$ cat src/rtl/imm_gen_stage.sv
// -----------------------------------------------------------------------------
// imm_gen_stage
//   Decode stage immediate generator. Classifies the instruction word held in
//   the IF/ID register, extracts and extends its immediate field and registers
//   the result for EX. The stage register can be held by the hazard unit
//   (stall) or squashed to a bubble (flush). Flush overrides stall.
//
// Ports
//   clk          in   1   rising-edge clock
//   reset        in   1   asynchronous, active-high reset
//   instr_in     in  32   instruction word from IF/ID
//   instr_valid  in   1   instr_in is a real instruction (0 = bubble)
//   stall        in   1   hold the stage register
//   flush        in   1   load a bubble into the stage register
//   imm_out      out 64   extended (and, for branches, shifted) immediate
//   imm_sel      out  3   immediate class: 0 NONE, 1 DADDR9, 2 IMM12,
//                         3 BR26, 4 COND19, 5 SHAMT
//   imm_valid    out  1   held instruction is real
//   illegal      out  1   held instruction is valid but has no known opcode
// -----------------------------------------------------------------------------
module imm_gen_stage #(
  parameter int unsigned BR_SHIFT = 2
) (
  input  logic        clk,
  input  logic        reset,
  input  logic [31:0] instr_in,
  input  logic        instr_valid,
  input  logic        stall,
  input  logic        flush,
  output logic [63:0] imm_out,
  output logic [2:0]  imm_sel,
  output logic        imm_valid,
  output logic        illegal
);

  localparam logic [2:0] SEL_NONE   = 3'd0;
  localparam logic [2:0] SEL_DADDR9 = 3'd1;
  localparam logic [2:0] SEL_IMM12  = 3'd2;
  localparam logic [2:0] SEL_BR26   = 3'd3;
  localparam logic [2:0] SEL_COND19 = 3'd4;
  localparam logic [2:0] SEL_SHAMT  = 3'd5;

  logic [10:0] op11;
  logic [9:0]  op10;
  logic [7:0]  op8;
  logic [5:0]  op6;

  logic [2:0]  sel_dec;
  logic [63:0] imm_dec;
  logic [63:0] cond_ext;
  logic [63:0] br_ext;

  logic [63:0] imm_q,     imm_d;
  logic [2:0]  sel_q,     sel_d;
  logic        valid_q,   valid_d;
  logic        illegal_q, illegal_d;

  assign op11 = instr_in[31:21];
  assign op10 = instr_in[31:22];
  assign op8  = instr_in[31:24];
  assign op6  = instr_in[31:26];

  // Branch offsets are word counts; sign-extend first, then scale to bytes.
  // Bits pushed past bit 63 by the shift are simply dropped.
  assign cond_ext = {{45{instr_in[23]}}, instr_in[23:5]} << BR_SHIFT;
  assign br_ext   = {{38{instr_in[25]}}, instr_in[25:0]} << BR_SHIFT;

  // Opcode classification; the if/else order is the match priority.
  always_comb begin
    sel_dec = SEL_NONE;
    if (op11 == 11'b11111000010 || op11 == 11'b11111000000) begin
      sel_dec = SEL_DADDR9;
    end else if (op11 == 11'b11010011011 || op11 == 11'b11010011010) begin
      sel_dec = SEL_SHAMT;
    end else if (op10 == 10'b1001000100 || op10 == 10'b1101000100) begin
      sel_dec = SEL_IMM12;
    end else if (op8 == 8'b10110100 || op8 == 8'b10110101 ||
                 op8 == 8'b01010100) begin
      sel_dec = SEL_COND19;
    end else if (op6 == 6'b000101 || op6 == 6'b100101) begin
      sel_dec = SEL_BR26;
    end
  end

  always_comb begin
    imm_dec = 64'd0;
    case (sel_dec)
      SEL_DADDR9: imm_dec = {{55{instr_in[20]}}, instr_in[20:12]};
      SEL_IMM12:  imm_dec = {52'd0, instr_in[21:10]};
      SEL_SHAMT:  imm_dec = {58'd0, instr_in[15:10]};
      SEL_COND19: imm_dec = cond_ext;
      SEL_BR26:   imm_dec = br_ext;
      default:    imm_dec = 64'd0;
    endcase
  end

  // Stage register next state: flush > stall > load. A load of an invalid
  // instruction produces the same bubble as a flush.
  always_comb begin
    imm_d     = imm_q;
    sel_d     = sel_q;
    valid_d   = valid_q;
    illegal_d = illegal_q;
    if (flush) begin
      imm_d     = 64'd0;
      sel_d     = SEL_NONE;
      valid_d   = 1'b0;
      illegal_d = 1'b0;
    end else if (!stall) begin
      if (instr_valid) begin
        imm_d     = imm_dec;
        sel_d     = sel_dec;
        valid_d   = 1'b1;
        illegal_d = (sel_dec == SEL_NONE);
      end else begin
        imm_d     = 64'd0;
        sel_d     = SEL_NONE;
        valid_d   = 1'b0;
        illegal_d = 1'b0;
      end
    end
  end

  always_ff @(posedge clk or posedge reset) begin
    if (reset) begin
      imm_q     <= 64'd0;
      sel_q     <= SEL_NONE;
      valid_q   <= 1'b0;
      illegal_q <= 1'b0;
    end else begin
      imm_q     <= imm_d;
      sel_q     <= sel_d;
      valid_q   <= valid_d;
      illegal_q <= illegal_d;
    end
  end

  assign imm_out   = imm_q;
  assign imm_sel   = sel_q;
  assign imm_valid = valid_q;
  assign illegal   = illegal_q;

endmodule

$ cat config.mk
export PLATFORM = sky130hd
export DESIGN_NAME = imm_gen_stage
export DESIGN_NICKNAME = d
export VERILOG_FILES = /design/src/rtl/imm_gen_stage.sv
export SDC_FILE = /design/constraint.sdc
export NUM_CORES = 1
export LEC_CHECK = 0
export CORE_MARGIN = 4
export CORE_UTILIZATION = 55
export CTS_BUF_LIST = sky130_fd_sc_hd__clkbuf_16
export CTS_CLUSTER_SIZE = 40
export DETAILED_ROUTE_END_ITERATION = 16
export DONT_BUFFER_PORTS = 1
export GPL_TIMING_DRIVEN = 0
export PLACE_DENSITY = 0.7
export SYNTH_ARGS = -nofsm -noshare
export SYNTH_HDL_FRONTEND = slang
export SYNTH_SLANG_ARGS = --single-unit
$ cat constraint.sdc
create_clock -name clk -period 1.3 [get_ports clk]
set_input_delay 0 -clock clk [delete_from_list [all_inputs] [get_ports clk]]
set_output_delay 0 -clock clk [all_outputs]
set_load 0.005 [all_outputs]
# ---- Word level (Yosys, flattened, before mapping)
# Index checks and enable logic that the tools add are counted.
dict set report word_totals {
  reg_bits 69
  input_bits 37
  output_inout_bits 69
  word_cells 46
}
dict set report classes {
  n_eq_ne 17
  n_mux 18
  reduce_logical 7
}
# op count
set ops {}
lappend ops {{one-hot mux 64 bit (5 select lines)} 1}
lappend ops {{2-to-1 mux 64 bit} 3}
lappend ops {{== test 11 bit, second input constant} 4}
lappend ops {{2-to-1 mux 3 bit} 7}
lappend ops {{== test 10 bit, second input constant} 2}
lappend ops {{== test 8 bit, second input constant} 2}
lappend ops {{== test 8 x 7 -> 1 bit, second input constant} 1}
lappend ops {{== test 3 x 2 -> 1 bit, second input constant} 2}
lappend ops {{== test 3 bit, second input constant} 2}
lappend ops {{== test 6 x 3 -> 1 bit, second input constant} 1}
lappend ops {{== test 6 bit, second input constant} 1}
lappend ops {{logical OR 1 bit} 6}
lappend ops {{2-to-1 mux 1 bit} 6}
lappend ops {{== test 3 x 1 -> 1 bit, second input constant} 1}
lappend ops {{zero test 3 bit} 1}
lappend ops {{2-to-1 mux 2 bit} 1}
lappend ops {{inequality test 2 x 1 -> 1 bit, second input constant} 1}

# ---- Longest topological paths before layout
dict set report depth {
  depth_word 12
  mapped_depth 7
  ltp_nobuf 5
}

# ---- Worst setup path before layout
# No wires, ideal clock.
dict set report synth_timing {
  path_type {input to register}
  startpoint {input port instr_in[24]}
  endpoint {register imm_q[2], in the netlist imm_out[2]}
  setup_ns 0.066
  arrival_ns 1.450
  required_time_ns 1.234
  path_slack_ns -0.216
  stages 7
  path_buffers 2
  cell_sequence {or4b_1 -> a211oi_2 -> buf_4 -> buf_4 -> a22oi_1 -> nand2_1 -> a22o_1}
}
dict set report synth_via {
  elab_chain_len 12
  elab_cells_between_ends 27
  classes_between {eq/ne: 14; mux: 8; reduce/logical: 5}
}
# element line
set synth_lines {}
lappend synth_lines {{from (decl)} 26} ;# input logic [31:0] instr_in,
lappend synth_lines {{== test 8 bit} 77} ;# end else if (op8 == 8'b10110100 || op8 == 8'b10110101 ||
lappend synth_lines {{logical OR 1 bit (2 in a row)} 77}
lappend synth_lines {{2-to-1 mux 3 bit} 77}
lappend synth_lines {{2-to-1 mux 3 bit} 75} ;# end else if (op10 == 10'b1001000100 || op10 == 10'b1101000100) begin
lappend synth_lines {{2-to-1 mux 3 bit} 73} ;# end else if (op11 == 11'b11010011011 || op11 == 11'b11010011010) begin
lappend synth_lines {{2-to-1 mux 3 bit *} 71} ;# if (op11 == 11'b11111000010 || op11 == 11'b11111000000) begin
lappend synth_lines {{== test 3 x 2 -> 1 bit (tied with other cells)} 87} ;# case (sel_dec)
lappend synth_lines {{one-hot mux 64 bit (5 select lines) *} 87}
lappend synth_lines {{2-to-1 mux 64 bit *} 110} ;# if (instr_valid) begin
lappend synth_lines {{2-to-1 mux 64 bit *} 109} ;# end else if (!stall) begin
lappend synth_lines {{2-to-1 mux 64 bit *} 104} ;# if (flush) begin
lappend synth_lines {{to (signal assigned)} 131} ;# imm_q <= imm_d;
lappend synth_lines {{to (decl)} 53} ;# logic [63:0] imm_q, imm_d;
# Every way passes the cells marked *; elsewhere a longest branch is shown, timed or not. The select of a mux whose other input is x is not followed.
# A chain may end at the register's enable or synchronous reset.

# ---- Final worst setup path
dict set report layout_timing {
  startpoint {input port instr_in[24]}
  endpoint {register imm_q[5], in the netlist imm_out[5]}
}
# The elaborated chain is that of the path after synthesis.

==> results_dict.tcl <==
set metrics [dict create \
    status "complete, but fails checks" \
    violations "hold timing, setup timing" \
    drv_slew 0 \
    insertion_delay_ns 0.27 \
    period_minus_slack_ns 1.318 \
    ios 106 \
    syn_to_final_growth_pct 30.30 \
    grt_max_degree 39 \
    hold_depth 3 \
    worst-r2r-setup-slack_ns 0.31 \
    wl_um 6218 \
    synth_ff_type "dfrtp_1" \
    fin_crit_sh 1.014 \
    syn-num-nets 243 \
    rows 21 \
    cts_buffer_depth 2 \
    synth_enable_flop_cells 0 \
    post_drt_wl_per_cell_um 21.22 \
    rr_endpoint "imm_out[62]$_DFFE_PP0P_" \
    core-area_mm2 0.003442 \
    regArea_um2 829.5 \
    place.gp.congestion 0.9078 \
    tightestPinTransition_ns 0.5810 \
    synth_seq_cells 33 \
    p_total_mw 2.287 \
    drive_gt1_frac 0.2915 \
    grtUsageTotal 0.2667 \
    worstPathRequired_ns 1.50 \
    cts_root_buf "clkbuf_16" \
    startpoint_type "primary input" \
    port_buffers 0 \
    final_net_count 284 \
    final.setup.worst_slack_ns -0.01756 \
    die_h_um 68.65 \
    diodes 0 \
    wl_met2_um 2980 \
    powerDensity_mw_per_mm2 867.4 \
    first_global_vias 1718 \
    antenna_found_initial 0 \
    min_from "instr_in[16]" \
    drt_iter0_markers 157 \
    r2r_cells 1 \
    cts_tree "built" \
    cp_max_fo 5 \
    synth-async-reset-ratio 1.000 \
    initial_core_util 0.5878 \
    fmax_mhz 759.0 \
    numCtsBuffers 5 \
    skew_ns 0 \
    fillCellCount 231 \
    max-cap-violations 0 \
    drcViolationCount 0 \
    fin_util 0.7659 \
    multi_input_area_um2 893.4 \
    wl_met3_um 755 \
    p_leak_nw 1.372 \
    vias 1853 \
    avgViaCountPerCell 6.324 \
    r2r_start "imm_out[62]$_DFFE_PP0P_" \
    drtPass1Iterations 6 \
    yosys_warnings 0 \
    setup_viol_count_final 7 \
    arrival_ns 1.52 \
    dp_hpwl_um 4110 \
    crit_type "in2reg" \
    clk_pin_slew_worst_paths_ns 0.05 \
    cts_sinks 33 \
    h-tree-depth 2 \
    netlist_area_mm2 0.002023 \
    grt_setup_unrepaired "true" \
    hold_class "in2reg" \
    slew_headroom 0.6122 \
    peakVddDrop_mv 0.7103 \
    wl_met1_um 2259 \
    netlist-cell-type-count 30 \
    yosysTopAreaCell "dfrtp_1" \
    worst_setup_path_end_kind "register" \
    hold_viol 1 \
    yosysMostFrequentCell "buf_4" \
    die_x_um 68.65 \
    seq_area_frac_synth 0.4082 \
    grt_pass1_wl_um 9135 \
    tns_ns -0.04456 \
    synth_top_area_frac 0.4082 \
    dieArea_mm2 0.004713 \
    hold_ws_ns -0.01026 \
    avgSynthCellArea_um2 9.821 \
    synthTopCellsByCount "38 x buf_4, 33 x dfrtp_1, 31 x a22o_1, 26 x nand2_1, 24 x a22oi_1" \
    ant_nets 0 \
    synthCells 206 \
    overflow 0 \
    top_layer_used "met4" \
    min_to "imm_out[18]$_DFFE_PP0P_" \
    synth_area_leaders "dfrtp_1 41%, buf_4 14%, a22o_1 13%, a22oi_1 8.9%, nand2_1 4.8%" \
]
-- critical path: stages --
cell	delay, ns
or4b_4	0.54
a211oi_4	0.33
inv_2	0.09
a31oi_4	0.17
buf_6	0.15
buf_4	0.11
a22o_1	0.14
-- area by class of cell --
class / count / share of cell area
multi-input combinational: 122 / 0.3389
sequential: 33 / 0.3147
timing repair buffer: 34 / 0.1362
buffer: 48 / 0.1338
clock buffer: 5 / 0.04746
tap: 46 / 0.02183
inverter: 3 / 0.004271
clock inverter: 2 / 0.002848
-- logic make-up after synthesis --
group                  Yosys count  share of synthesized area
AOI/OAI and AO/OA               73                     0.2931
buffers and inverters           51                     0.1732
DFF                             33                     0.4082
and+or+nand+nor                 49                     0.1255
-- stage by stage --
stage               hold WS (ns)  cells  setup slack, ns  instance area [um^2]
floorplan                 0.1289    206          -0.1702                  2033
global placement          0.2285    252          -0.3729                  2091
detailed placement        0.2329    252          -0.4421                  2091
CTS                     -0.02399    288         -0.01604                  2515
global route            0.007061    293         -0.08893                  2636
finish                  -0.01026    293         -0.01756                  2636
-- layout by cell type, fill, tap and decap left out, types with 2 or more instances in the layout --
| cell type | count |
|---|---|
| nor3_4 | 2 |
| a21o_1 | 9 |
| clkbuf_16 | 5 |
| nand2_1 | 26 |
| buf_4 | 43 |
| or2_2 | 2 |
| nor2_1 | 4 |
| nand3b_1 | 3 |
| inv_1 | 3 |
| buf_6 | 8 |
| a22oi_1 | 24 |
| o21ai_1 | 3 |
| a22o_1 | 30 |
| dfrtp_1 | 32 |
| nor3_1 | 2 |
| dlygate4sd3_1 | 21 |
| nand3_1 | 5 |
| clkbuf_1 | 6 |
-- per-layer routing --
| metal | GRT usage | vias up |
|---|---|---|
| li1 | - | 805 |
| met1 | 0.3399 | 873 |
| met2 | 0.4172 | 142 |
| met3 | 0.08752 | 33 |
| met4 | 0.1042 | 0 |
| met5 | 0 | - |
-- state kept, by name, indices dropped and copies added, names as in the netlist --
signal and cells:
imm_out 28, illegal 1, imm_sel 3, imm_valid 1
-- what timing repair did --
item | CTS | global route
setup buffers | 7 | 3
pin swaps | 5 | 25
hold endpoints to repair | 56 | 12
cloned | 2 | 0
hold buffers | 20 | 1
resized for setup | 8 | 12
endpoints found under the setup margin | 65 | 64
-- power by group --
group | total, mW | switching [mW] | internal [mW]
Sequential | 1.04 | 0.00345 | 1.03
Combinational | 0.186 | 0.100 | 0.0861
Clock | 1.06 | 0.382 | 0.682
Total | 2.29 | 0.485 | 1.80
-- worst max path at each step --
stage                              end    startpoint  slack [ns]  cells after the start
6_report        imm_out[5]$_DFFE_PP0P_  instr_in[24]       -0.02                      7
5_1_grt         imm_out[1]$_DFFE_PP0P_  instr_in[24]       -0.09                      7
4_1_cts        imm_out[25]$_DFFE_PP0P_  instr_in[24]       -0.02                      7
3_5_place_dp   imm_out[25]$_DFFE_PP0P_  instr_in[27]       -0.44                      6
3_3_place_gp   imm_out[25]$_DFFE_PP0P_  instr_in[27]       -0.37                      6
2_1_floorplan  imm_out[10]$_DFFE_PP0P_  instr_in[24]       -0.17                      6
Power figures use the tool's default switching activity.
